`config.mk`:
```
export PLATFORM = sky130hd
export DESIGN_NAME = apb_led_pwm_slave_flat
export DESIGN_NICKNAME = d
export VERILOG_FILES = /design/src/rtl/apb_led_pwm_pkg.sv /design/src/rtl/apb_led_pwm_slave_if.sv /design/src/rtl/apb_led_pwm_slave_pwm_timebase.sv /design/src/rtl/apb_led_pwm_slave.sv /design/src/flat_wrapper.sv
export SDC_FILE = /design/constraint.sdc
export NUM_CORES = 1
export LEC_CHECK = 0
export BUFFER_PORTS_ARGS = -buffer_cell sky130_fd_sc_hd__buf_2
export CAP_MARGIN = 30
export CORE_MARGIN = 2
export CORE_UTILIZATION = 62
export CTS_CLUSTER_SIZE = 14
export DETAILED_ROUTE_END_ITERATION = 12
export HOLD_SLACK_MARGIN = 0.02
export PLACE_DENSITY_LB_ADDON = 0.15
export SLEW_MARGIN = 30
export SYNTH_ARGS = -nofsm -noshare
export SYNTH_HDL_FRONTEND = slang
export SYNTH_HIERARCHICAL = 1
export SYNTH_SLANG_ARGS = --single-unit
```
`constraint.sdc`:
```
create_clock -name io_systemClk -period 3.7 [get_ports io_systemClk]
set_input_delay 0.37 -clock io_systemClk [delete_from_list [all_inputs] [get_ports io_systemClk]]
set_output_delay 0.37 -clock io_systemClk [all_outputs]
set_load 0.02 [all_outputs]
```
`src/rtl/apb_led_pwm_pkg.sv`:
```
// ============================================================================
// Module      : apb_led_pwm_pkg
// Description : Register map, FSM encoding and decode helper for the APB LED
//               PWM responder.
// Revision    : 1.0
// ============================================================================
`default_nettype none

package apb_led_pwm_pkg;

   localparam logic [5:0] OFS_CTRL     = 6'h00;
   localparam logic [5:0] OFS_PRESCALE = 6'h04;
   localparam logic [5:0] OFS_STATUS   = 6'h08;
   localparam logic [5:0] OFS_SCRATCH  = 6'h0C;
   localparam logic [5:0] OFS_DUTY0    = 6'h10;
   localparam logic [5:0] OFS_LAST     = 6'h2C;

   localparam int CTRL_EN     = 0;
   localparam int CTRL_INV    = 1;
   localparam int STATUS_SW   = 0;
   localparam int STATUS_EDGE = 1;

   typedef logic [0:0] state_t;
   localparam state_t S_IDLE = 1'b0;
   localparam state_t S_RD   = 1'b1;

   // Misaligned or beyond the last duty register
   function automatic logic addr_err(input logic [5:0] ofs);
      return (ofs[1:0] != 2'b00) || (ofs > OFS_LAST);
   endfunction

endpackage

`default_nettype wire

```
`src/rtl/apb_led_pwm_slave_if.sv`:
```
// ============================================================================
// Module      : apb_led_pwm_slave_if
// Description : APB3 bus bundle between the SoC initiator and the LED PWM
//               responder.
// Revision    : 1.0
// ============================================================================
`default_nettype none

interface apb_led_pwm_slave_if #(
   parameter int ADDR_W = 16
) ();

   logic [ADDR_W-1:0] paddr;
   logic              psel;
   logic              penable;
   logic              pwrite;
   logic [31:0]       pwdata;
   logic [31:0]       prdata;
   logic              pready;
   logic              pslverror;

   modport master (
      output paddr, psel, penable, pwrite, pwdata,
      input  prdata, pready, pslverror
   );

   modport slave (
      input  paddr, psel, penable, pwrite, pwdata,
      output prdata, pready, pslverror
   );

endinterface

`default_nettype wire

```
`src/rtl/apb_led_pwm_slave_pwm_timebase.sv`:
```
// ============================================================================
// Module      : pwm_timebase
// Description : Programmable prescaler producing a tick that advances the
//               free-running 8-bit PWM counter.
// Revision    : 1.0
// ============================================================================
`default_nettype none

module pwm_timebase
   import apb_led_pwm_pkg::*;
(
   input  wire logic        clk,
   input  wire logic        rst_n,
   input  wire logic [15:0] prescale,
   input  wire logic        reload,
   output logic [7:0]       pwm_cnt
);

   logic [15:0] presc_cnt;
   logic        tick;

   // A reload restarts the prescale period, so it never also ticks
   assign tick = !reload && (presc_cnt >= prescale);

   always_ff @(posedge clk or negedge rst_n) begin
      if (!rst_n) begin
         presc_cnt <= '0;
         pwm_cnt   <= '0;
      end else if (reload) begin
         presc_cnt <= '0;
      end else if (tick) begin
         presc_cnt <= '0;
         pwm_cnt   <= pwm_cnt + 8'd1;
      end else begin
         presc_cnt <= presc_cnt + 16'd1;
      end
   end

endmodule

`default_nettype wire

```
`src/rtl/apb_led_pwm_slave.sv`:
```
// ============================================================================
// Module      : apb_led_pwm_slave
// Description : APB3 responder with control/prescale/status/scratch/duty
//               registers, eight PWM LED outputs and a synchronised switch.
// Revision    : 1.0
// ============================================================================
`default_nettype none

module apb_led_pwm_slave
   import apb_led_pwm_pkg::*;
#(
   parameter int          ADDR_W       = 16,
   parameter logic [15:0] PRESCALE_RST = 16'd99,
   parameter int          LED_N        = 8
) (
   input  wire logic          io_systemClk,
   input  wire logic          io_asyncResetn,
   apb_led_pwm_slave_if.slave io_apbSlave_0,
   output logic [LED_N-1:0]   o_led,
   input  wire logic          i_sw
);

   state_t      state;
   state_t      state_nxt;

   logic [1:0]  ctrl;
   logic [15:0] prescale;
   logic [31:0] scratch;
   logic [7:0]  duty [LED_N];
   logic        edge_flag;

   logic        sw_meta;
   logic        sw_s;
   logic        sw_d;
   logic        sw_rise;

   logic [31:0] rd_data_q;
   logic        rd_err_q;
   logic [31:0] rd_mux;

   logic [5:0]  ofs;
   logic [2:0]  duty_idx;
   logic        err;
   logic        is_duty;
   logic        access;
   logic        wr_acc;
   logic        rd_acc;
   logic        wr_en;
   logic [7:0]  pwm_cnt;

   assign ofs      = io_apbSlave_0.paddr[5:0];
   assign err      = addr_err(ofs);
   assign is_duty  = (ofs >= OFS_DUTY0) && !err;
   assign duty_idx = 3'(ofs[5:2] - 4'd4);
   assign access   = io_apbSlave_0.psel && io_apbSlave_0.penable;
   assign wr_acc   = (state == S_IDLE) && access && io_apbSlave_0.pwrite;
   assign rd_acc   = (state == S_IDLE) && access && !io_apbSlave_0.pwrite;
   assign wr_en    = wr_acc && !err;

   // ---------------------------------------------------------------- FSM
   always_ff @(posedge io_systemClk or negedge io_asyncResetn) begin
      if (!io_asyncResetn) begin
         state <= S_IDLE;
      end else begin
         state <= state_nxt;
      end
   end

   always_comb begin
      state_nxt = state;
      case (state)
         S_IDLE:  if (rd_acc) state_nxt = S_RD;
         S_RD:    state_nxt = S_IDLE;
         default: state_nxt = S_IDLE;
      endcase
   end

   // Writes finish combinationally; gating with reset keeps PREADY low while
   // reset is held even if the initiator keeps an access phase up.
   always_comb begin
      io_apbSlave_0.pready    = 1'b0;
      io_apbSlave_0.pslverror = 1'b0;
      io_apbSlave_0.prdata    = '0;
      case (state)
         S_IDLE: begin
            if (wr_acc && io_asyncResetn) begin
               io_apbSlave_0.pready    = 1'b1;
               io_apbSlave_0.pslverror = err;
            end
         end
         S_RD: begin
            io_apbSlave_0.prdata = rd_data_q;
            if (io_apbSlave_0.psel) begin
               io_apbSlave_0.pready    = 1'b1;
               io_apbSlave_0.pslverror = rd_err_q;
            end
         end
         default: ;
      endcase
   end

   // ---------------------------------------------------------------- read path
   always_comb begin
      rd_mux = '0;
      case (ofs)
         OFS_CTRL:     rd_mux = {30'd0, ctrl};
         OFS_PRESCALE: rd_mux = {16'd0, prescale};
         OFS_STATUS:   rd_mux = {30'd0, edge_flag, sw_s};
         OFS_SCRATCH:  rd_mux = scratch;
         default:      if (is_duty) rd_mux = {24'd0, duty[duty_idx]};
      endcase
   end

   always_ff @(posedge io_systemClk or negedge io_asyncResetn) begin
      if (!io_asyncResetn) begin
         rd_data_q <= '0;
         rd_err_q  <= 1'b0;
      end else if (rd_acc) begin
         rd_data_q <= err ? 32'd0 : rd_mux;
         rd_err_q  <= err;
      end
   end

   // ---------------------------------------------------------------- registers
   always_ff @(posedge io_systemClk or negedge io_asyncResetn) begin
      if (!io_asyncResetn) begin
         ctrl     <= '0;
         prescale <= PRESCALE_RST;
         scratch  <= '0;
         for (int i = 0; i < LED_N; i++) duty[i] <= '0;
      end else if (wr_en) begin
         case (ofs)
            OFS_CTRL:     ctrl     <= io_apbSlave_0.pwdata[1:0];
            OFS_PRESCALE: prescale <= io_apbSlave_0.pwdata[15:0];
            OFS_SCRATCH:  scratch  <= io_apbSlave_0.pwdata;
            default:      if (is_duty) duty[duty_idx] <= io_apbSlave_0.pwdata[7:0];
         endcase
      end
   end

   // ---------------------------------------------------------------- switch
   assign sw_rise = sw_s && !sw_d;

   always_ff @(posedge io_systemClk or negedge io_asyncResetn) begin
      if (!io_asyncResetn) begin
         sw_meta   <= 1'b0;
         sw_s      <= 1'b0;
         sw_d      <= 1'b0;
         edge_flag <= 1'b0;
      end else begin
         sw_meta <= i_sw;
         sw_s    <= sw_meta;
         sw_d    <= sw_s;
         // A new edge beats a simultaneous W1C
         if (sw_rise) begin
            edge_flag <= 1'b1;
         end else if (wr_en && (ofs == OFS_STATUS) && io_apbSlave_0.pwdata[STATUS_EDGE]) begin
            edge_flag <= 1'b0;
         end
      end
   end

   // ---------------------------------------------------------------- PWM
   pwm_timebase u_timebase (
      .clk      (io_systemClk),
      .rst_n    (io_asyncResetn),
      .prescale (prescale),
      .reload   (wr_en && (ofs == OFS_PRESCALE)),
      .pwm_cnt  (pwm_cnt)
   );

   always_ff @(posedge io_systemClk or negedge io_asyncResetn) begin
      if (!io_asyncResetn) begin
         o_led <= '0;
      end else begin
         for (int i = 0; i < LED_N; i++) begin
            o_led[i] <= ctrl[CTRL_EN] ? ((pwm_cnt < duty[i]) ^ ctrl[CTRL_INV]) : 1'b0;
         end
      end
   end

endmodule

`default_nettype wire

```
`src/flat_wrapper.sv`:
```
// flat-port wrapper written by rule: the top's interface ports become plain ports
module apb_led_pwm_slave_flat import apb_led_pwm_pkg::*;
#(
   parameter int          ADDR_W       = 16,
   parameter logic [15:0] PRESCALE_RST = 16'd99,
   parameter int          LED_N        = 8
)
  (io_systemClk, io_asyncResetn, o_led, i_sw, io_apbSlave_0_paddr, io_apbSlave_0_psel, io_apbSlave_0_penable, io_apbSlave_0_pwrite, io_apbSlave_0_pwdata, io_apbSlave_0_prdata, io_apbSlave_0_pready, io_apbSlave_0_pslverror);
  apb_led_pwm_slave_if #(.ADDR_W(ADDR_W)) io_apbSlave_0_i ();
  input  wire logic io_systemClk;
  input  wire logic io_asyncResetn;
  output logic [LED_N-1:0] o_led;
  input  wire logic i_sw;
  input wire logic [$bits(io_apbSlave_0_i.paddr)-1:0] io_apbSlave_0_paddr;
  input wire logic [$bits(io_apbSlave_0_i.psel)-1:0] io_apbSlave_0_psel;
  input wire logic [$bits(io_apbSlave_0_i.penable)-1:0] io_apbSlave_0_penable;
  input wire logic [$bits(io_apbSlave_0_i.pwrite)-1:0] io_apbSlave_0_pwrite;
  input wire logic [$bits(io_apbSlave_0_i.pwdata)-1:0] io_apbSlave_0_pwdata;
  output wire logic [$bits(io_apbSlave_0_i.prdata)-1:0] io_apbSlave_0_prdata;
  output wire logic [$bits(io_apbSlave_0_i.pready)-1:0] io_apbSlave_0_pready;
  output wire logic [$bits(io_apbSlave_0_i.pslverror)-1:0] io_apbSlave_0_pslverror;
  assign io_apbSlave_0_i.paddr = io_apbSlave_0_paddr;
  assign io_apbSlave_0_i.psel = io_apbSlave_0_psel;
  assign io_apbSlave_0_i.penable = io_apbSlave_0_penable;
  assign io_apbSlave_0_i.pwrite = io_apbSlave_0_pwrite;
  assign io_apbSlave_0_i.pwdata = io_apbSlave_0_pwdata;
  assign io_apbSlave_0_prdata = io_apbSlave_0_i.prdata;
  assign io_apbSlave_0_pready = io_apbSlave_0_i.pready;
  assign io_apbSlave_0_pslverror = io_apbSlave_0_i.pslverror;
  apb_led_pwm_slave #(.ADDR_W(ADDR_W), .PRESCALE_RST(PRESCALE_RST), .LED_N(LED_N)) u_core (.io_systemClk(io_systemClk), .io_asyncResetn(io_asyncResetn), .io_apbSlave_0(io_apbSlave_0_i), .o_led(o_led), .i_sw(i_sw));
endmodule
```
==> flow_summary.yaml, run 1 <==
run_status:
  run_status: "finished clean"
floorplan:
  initial_core_util_pct: 63.36
  die_w_um: 131.4
  ioPinCount: 96
  fp.dieArea_sq_um: 17270
  coreArea_sq_um: 15890
  die_h_um: 131.4
  std_cell_rows: 46
critical_path:
  worstPathMaxFanout: 16
  cp-startpoint: "u_core/u_timebase/presc_cnt[13]"
  timing_worst_setup_path_type: "reg2reg"
  rr_startpoint: "u_core/u_timebase/presc_cnt[13]"
  setup.worst_path.end_class: "flip-flop"
  startpoint_type: "flip-flop"
  worst_ep_arrival_time_ns: 3.08
  timing.critical_path.required_ns: 3.99
logic_synthesis:
  synth.lib_cells_used.distinct: 63
  synth.yosys.warnings: 6
  number_of_flops_mapped_to_enable_cells_by_yosys: 0
  synthCells: 894
  synth.ff_latch_count: 184
  dominantRegCellSynth: "sky130_fd_sc_hd__dfrtp_1"
  synth-seq-area-share_pct: 45.80
  postSynthAreaPerCell_sq_um: 11.26
  ys_async_sr_fraction_pct: 100.0
  mappedNetlistNets: 1022
  post_synth_instance_area_sq_um: 10060
clock_tree:
  clock-root-buffer: "sky130_fd_sc_hd__clkbuf_16"
  clk_latency_ns: 0.43
  clkTransAtPathRegs_ns: 0.07
  post_cts_hold_buffer_count: 1
  tritoncts: "yes"
  postCtsResizedCells: 0
  cts-buffers-inserted: 17
  post_cts.repair.setup_buffers: 0
  clock_tree_sinks: 184
  cts_buffer_depth: 2
  cts.htree.levels: 4
detailed_routing:
  postRouteAntennaNets: 0
  drt_first_pass_iters: 7
  routed_via_density: 5.761
  vias: 6896
  remaining_drc_errors: 0
  drt-initial-drc-count: 498
  totalWireLength_mm: 22.00
  routed_wire_length_per_instance_um: 18.38
global_routing:
  grtUsageTotal_pct: 27.13
  via_count_of_the_first_global_routing_pass: 7039
  antenna_found_initial: 2
  maximum_number_of_pins_on_one_net_before_global_route_repair: 133
  overflow_left_after_global_routing: 0
  global_route_wire_length_before_repair_mm: 36.82
power:
  power.total_mw: 5.401
  p_leak_nw: 5.616
  p_per_area_nw_per_um2: 481.1
  vdd.ir_drop.worst_mv: 0.4784
sta:
  fin_tns_setup_ns: 0
  report.final.setup_viol: 0
  maxClockFrequency_mhz: 358.3
  final_min_period_over_clock_period_pct: 75.43
  worst_slew_pin_slew_ns: 0.7847
  setup_repair_after_global_routing_missed_its_margin: "false"
  final.setup_skew_ns: 0.01030
  post-route-min-period_ns: 2.791
  report.final.slew_viol_count: 0
  final-hold-violation-count: 0
  slew_headroom_pct: 47.46
layout:
  number_of_nets_in_the_layout: 1094
  area_growth_pct: 11.54
  multiInputGateArea_sq_um: 4895
  share_of_cells_above_drive_strength_1_pct: 26.86
  register_area_sq_um: 4609
  mostFrequentLayoutCell: "sky130_fd_sc_hd__dfrtp_1"
  layout_common_cells: "sky130_fd_sc_hd__dfrtp_1 (180), sky130_fd_sc_hd__inv_1 (86), sky130_fd_sc_hd__buf_2 (84)"
  final_cell_count_no_fill: 1197
  nFillCells: 1204
placement:
  place.port_buffers: 85
  placed_cells: 1162
  globalplace.congestion: 0.8369
  dp_hpwl_mm: 15.42
hold_path:
  min_from: "i_sw"
  timing.hold.worst.class: "in2reg"
job:
  max-cap-violations: 0
synth_stat cells, drive strengths merged, types with 2 or more instances:
cell,n,share of area [%]
dfrtp,180,45
mux2,91,10
inv,86,3.2
ha,74,9.2
o21ai,56,2.8
nand2,52,2.0
nor2,41,2.0
and2,38,2.4
a21oi,24,1.2
nand3,22,1.1
buf,21,1.8
and3,20,1.3
clkbuf,19,0.72
a22o,16,1.4
mux4,16,3.6
mux2i,15,1.5
nor3,15,0.75
a21o,12,0.90
xor2,11,0.96
o211ai,10,0.80
xnor2,10,0.87
a221oi,8,0.76
o21a,8,0.60
or4b,8,0.80
nand4,6,0.52
a221o,4,0.40
dfstp,4,1.0
a211oi,3,0.35
or3,3,0.19
nand2b,2,0.12
nor2b,2,0.12
nor3b,2,0.25
o22ai,2,0.12
o31ai,2,0.15
layout make-up:
cell class,count,share of cell area (%)
Antenna cell,2,0.04458
Clock buffer,19,3.946
Clock inverter,13,1.494
Inverter,87,2.909
Multi-Input combinational cell,583,43.60
Sequential cell,184,41.06
Tap cell,216,2.407
Timing Repair Buffer,93,4.536
worst paths after layout:
path,to,slack [ns],cells past startpoint
setup / recovery,u_core/u_timebase/presc_cnt[4],0.91,7
max in group asynchronous,u_core/u_timebase/presc_cnt[15],2.15,3
hold reg to reg,u_core/sw_s,0.35,0
setup reg to reg,u_core/u_timebase/presc_cnt[4],0.91,7
min in group asynchronous,u_core/rd_data_q[24],0.46,2
hold / removal,u_core/sw_meta,0.04,1
stage by stage:
| step | setup slack (ns) | instance area (sq um) | util (%) | hold slack (ns) |
|---|---|---|---|---|
| 4_1_cts | 0.8779 | 11210 | 70.54 | 0.02470 |
| 6_report | 0.9089 | 11230 | 70.67 | 0.04404 |
| 3_5_place_dp | 0.8944 | 10590 | 66.64 | 0.3363 |
| 3_3_place_gp | 0.9352 | 10590 | 66.64 | 0.3347 |
| 5_1_grt | 0.6997 | 11220 | 70.65 | 0.02827 |
| 2_1_floorplan | 1.347 | 10060 | - | 0.07441 |
flip-flops by register name, summed over array words and instances (netlist names):
name and flops:
u_core/rd_err_q 1, u_core/state 1, u_core/sw_meta 1, u_core/ctrl 2, u_core/sw_d 1, u_core/prescale 16, u_core/sw_s 1, u_core/u_timebase/presc_cnt 16
u_core/rd_data_q 32, u_core/edge_flag 1, u_core/u_timebase/pwm_cnt 8, u_core/o_led 8, u_core/duty 64, u_core/scratch 32
critical path, stage by stage (launching register included):
cell,delay (ns)
sky130_fd_sc_hd__dfrtp_1,0.43
sky130_fd_sc_hd__ha_1,0.31
sky130_fd_sc_hd__and4_1,0.25
sky130_fd_sc_hd__nand4_1,0.16
sky130_fd_sc_hd__or4_1,0.57
sky130_fd_sc_hd__o211ai_2,0.18
sky130_fd_sc_hd__or2_1,0.63
sky130_fd_sc_hd__nor2_1,0.12
cells by family after synthesis:
group	share of synthesized area, %
and+or+nand+nor	12.38
muxes	15.55
buffers and inverters	5.718
AOI/OAI and AO/OA	9.523
xor gates and xnor gates	1.827
DFF	45.80
adders and majority gates	9.199
per-layer routing:
layer	part of all wire [%]	GRT usage (%)	up-vias
met1	46	38.49	3412
met3	4.2	5.131	26
li1	-	-	3305
met4	2.3	9.118	0
met2	47	42.38	153
met5	0	0	-
power breakdown:
part / internal (mW) / switching (mW) / total (mW)
Sequential: 2.14 / 0.223 / 2.36
Clock: 1.09 / 0.781 / 1.87
Combinational: 0.536 / 0.634 / 1.17
Total: 3.76 / 1.64 / 5.40
No activity file was read; power rests on OpenSTA's default activity.
==> inputs of run 2 (changes only) <==
--- a/config.mk
+++ b/config.mk
@@ -8,7 +8,7 @@
 export BUFFER_PORTS_ARGS = -buffer_cell sky130_fd_sc_hd__buf_2
 export CAP_MARGIN = 30
 export CORE_MARGIN = 2
-export CORE_UTILIZATION = 62
+export CORE_UTILIZATION = 60
 export CTS_CLUSTER_SIZE = 14
 export DETAILED_ROUTE_END_ITERATION = 12
 export HOLD_SLACK_MARGIN = 0.02
==> constraint.sdc (replaced) <==
create_clock -name io_systemClk -period 2.7 [get_ports io_systemClk]
set_input_delay 0.27 -clock io_systemClk [delete_from_list [all_inputs] [get_ports io_systemClk]]
set_output_delay 0.27 -clock io_systemClk [all_outputs]
set_load 0.02 [all_outputs]
==> flow_summary.yaml, run 2 (synthesis results as in run 1) <==
layout:
  mostFrequentLayoutCell: "sky130_fd_sc_hd__dfrtp_1"
  largestRegisters: "u_core/duty (64), u_core/rd_data_q (32), u_core/scratch (32)"
  stdcell_area_sq_um: 11300
  largest_reg_flops: 64
  register_name_with_the_most_flops: "u_core/duty"
  number_of_nets_in_the_layout: 1105
  area_growth_pct: 12.23
  share_of_cells_above_drive_strength_1_pct: 27.27
  layout_common_cells: "sky130_fd_sc_hd__dfrtp_1 (180), sky130_fd_sc_hd__inv_1 (86), sky130_fd_sc_hd__buf_2 (84)"
  final_cell_count_no_fill: 1211
run_status:
  run_status: "finished clean"
sta:
  final_min_period_over_clock_period_pct: 94.23
  final-hold-violation-count: 0
  final.setup_skew_ns: 0.008429
  whs_ns: 0.07330
  maxClockFrequency_mhz: 393.0
  report.final.setup_viol: 0
  report.final.slew_viol_count: 0
  fin_tns_setup_ns: 0
  setup_repair_after_global_routing_missed_its_margin: "false"
  slew_headroom_pct: 56.36
  post-route-min-period_ns: 2.544
  worst_slew_pin_slew_ns: 0.6547
floorplan:
  die_h_um: 133.5
  coreArea_sq_um: 16470
  std_cell_rows: 47
  die_w_um: 133.5
  initial_core_util_pct: 61.12
  fp.dieArea_sq_um: 17830
  ioPinCount: 96
global_routing:
  antenna_found_initial: 1
  global_route_wire_length_before_repair_mm: 35.98
  grtUsageTotal_pct: 25.84
  via_count_of_the_first_global_routing_pass: 7054
  maximum_number_of_pins_on_one_net_before_global_route_repair: 112
  overflow_left_after_global_routing: 0
power:
  p_per_area_nw_per_um2: 644.2
  power.total_mw: 7.277
  vdd.ir_drop.worst_mv: 0.5724
  p_leak_nw: 5.664
critical_path:
  cp.buffers_inverters: 1
  capturing_point_of_the_worst_reg2reg_path: "u_core/u_timebase/pwm_cnt[1]"
  timing.critical_path.required_ns: 3.01
  startpoint_type: "flip-flop"
  timing.critical_path.max_delay_family: "simple AND/OR/NAND/NOR gates"
  cpPeakStageDelay_ns: 0.56
  cp.depth: 8
  setup.worst_path.end_class: "flip-flop"
  timing_worst_setup_path_type: "reg2reg"
  r2r_slack_ns: 0.16
  crit_end: "u_core/u_timebase/pwm_cnt[1]"
  r2r.worst_path.cells: 8
  crit_slowest_cell: "sky130_fd_sc_hd__or4_1"
  worstPathMaxFanout: 8
  cp-startpoint: "u_core/prescale[15]"
  rr_startpoint: "u_core/prescale[15]"
  worst_ep_arrival_time_ns: 2.85
  cells_along_the_critical_path: "inv_1 -> ha_1 -> and4_1 -> nand4_1 -> or4_1 -> o211ai_2 -> and2b_2 -> mux2_2"
placement:
  place.port_buffers: 85
  dp_hpwl_mm: 15.74
  globalplace.congestion: 0.8556
  placed_cells: 1176
  dpl-instance-area_sq_um: 10710
clock_tree:
  clock-root-buffer: "sky130_fd_sc_hd__clkbuf_16"
  clk_latency_ns: 0.43
  clock_tree_sinks: 184
  postCtsResizedCells: 0
  tritoncts: "yes"
  cts-buffers-inserted: 17
  clkTransAtPathRegs_ns: 0.07
  cts.htree.levels: 4
  cts_buffer_depth: 2
detailed_routing:
  routed_wire_length_per_instance_um: 18.12
  drt-initial-drc-count: 476
  remaining_drc_errors: 0
  totalWireLength_mm: 21.94
  routed_via_density: 5.742
  postRouteAntennaNets: 0
  drt_first_pass_iters: 5
  vias: 6953
hold_path:
  timing.hold.worst.class: "in2reg"
job:
  max-cap-violations: 0
-- run 2: changes by cell type in the layout (fill, tap and decap cells not counted), sizes merged --
cell	change
clkinv	+1
diode	-1
inv	+2
clkbuf	-1
bufinv	-2
dlygate4sd3	+1
buf	+10
-- run 2: per-stage QoR --
stage                     utilization, %  worst slack [ns]
after global routing               68.59           0.06364
after global placement             65.03            0.1849
after floorplan                        -            0.3467
final                              68.60            0.1557
after CTS                          68.59            0.1473
after detailed placement           65.03            0.1621
-- run 2: worst min-delay path by stage --
stage,startpoint,endpoint,depth (start not counted)
global placement,io_asyncResetn,u_core/duty[37],1
finish,io_apbSlave_0_pwdata[8],u_core/prescale[8],2
floorplan,io_asyncResetn,u_core/ctrl[0],0
global route,io_apbSlave_0_pwdata[21],u_core/scratch[21],2
detailed placement,io_asyncResetn,u_core/duty[37],1
CTS,io_apbSlave_0_pwdata[10],u_core/prescale[10],2
-- run 2: cell type report --
type                       instances  area [sq um]
antenna                            1         2.502
sequential                       184          4609
inverter                          87         326.6
clock buffer                      18         429.2
tap                              220         275.3
clock inverter                    14         136.4
fill                            1283          5170
timing repair buffer             104         631.9
multi-input combinational        583          4885
-- run 2: power breakdown --
group / internal (mW) / switching [mW] / leakage [nW]
Sequential: 2.93 / 0.313 / 2.39
Clock: 1.29 / 1.10 / 0.274
Combinational: 0.773 / 0.867 / 3.00
-- run 2: worst register-to-register path, stage by stage, from the launching register on --
cell,delay [ns]
sky130_fd_sc_hd__dfrtp_1,0.37
sky130_fd_sc_hd__inv_1,0.05
sky130_fd_sc_hd__ha_1,0.31
sky130_fd_sc_hd__and4_1,0.24
sky130_fd_sc_hd__nand4_1,0.16
sky130_fd_sc_hd__or4_1,0.56
sky130_fd_sc_hd__o211ai_2,0.17
sky130_fd_sc_hd__and2b_2,0.23
sky130_fd_sc_hd__mux2_2,0.33
-- run 2: metal layers --
metal | wire length [um] | share of wire (%) | vias up | GRT usage [%]
li1 | - | - | 3313 | -
met5 | 0 | 0 | - | 0
met3 | 1048 | 4.8 | 38 | 5.251
met4 | 510 | 2.3 | 0 | 8.452
met1 | 9943 | 45 | 3437 | 35.37
met2 | 10440 | 48 | 165 | 41.75
-- run 2: repair_timing --
item                                   CTS  global route
hold buffers                             2             0
buffers inserted                         0             0
endpoints found under the hold margin   24             0
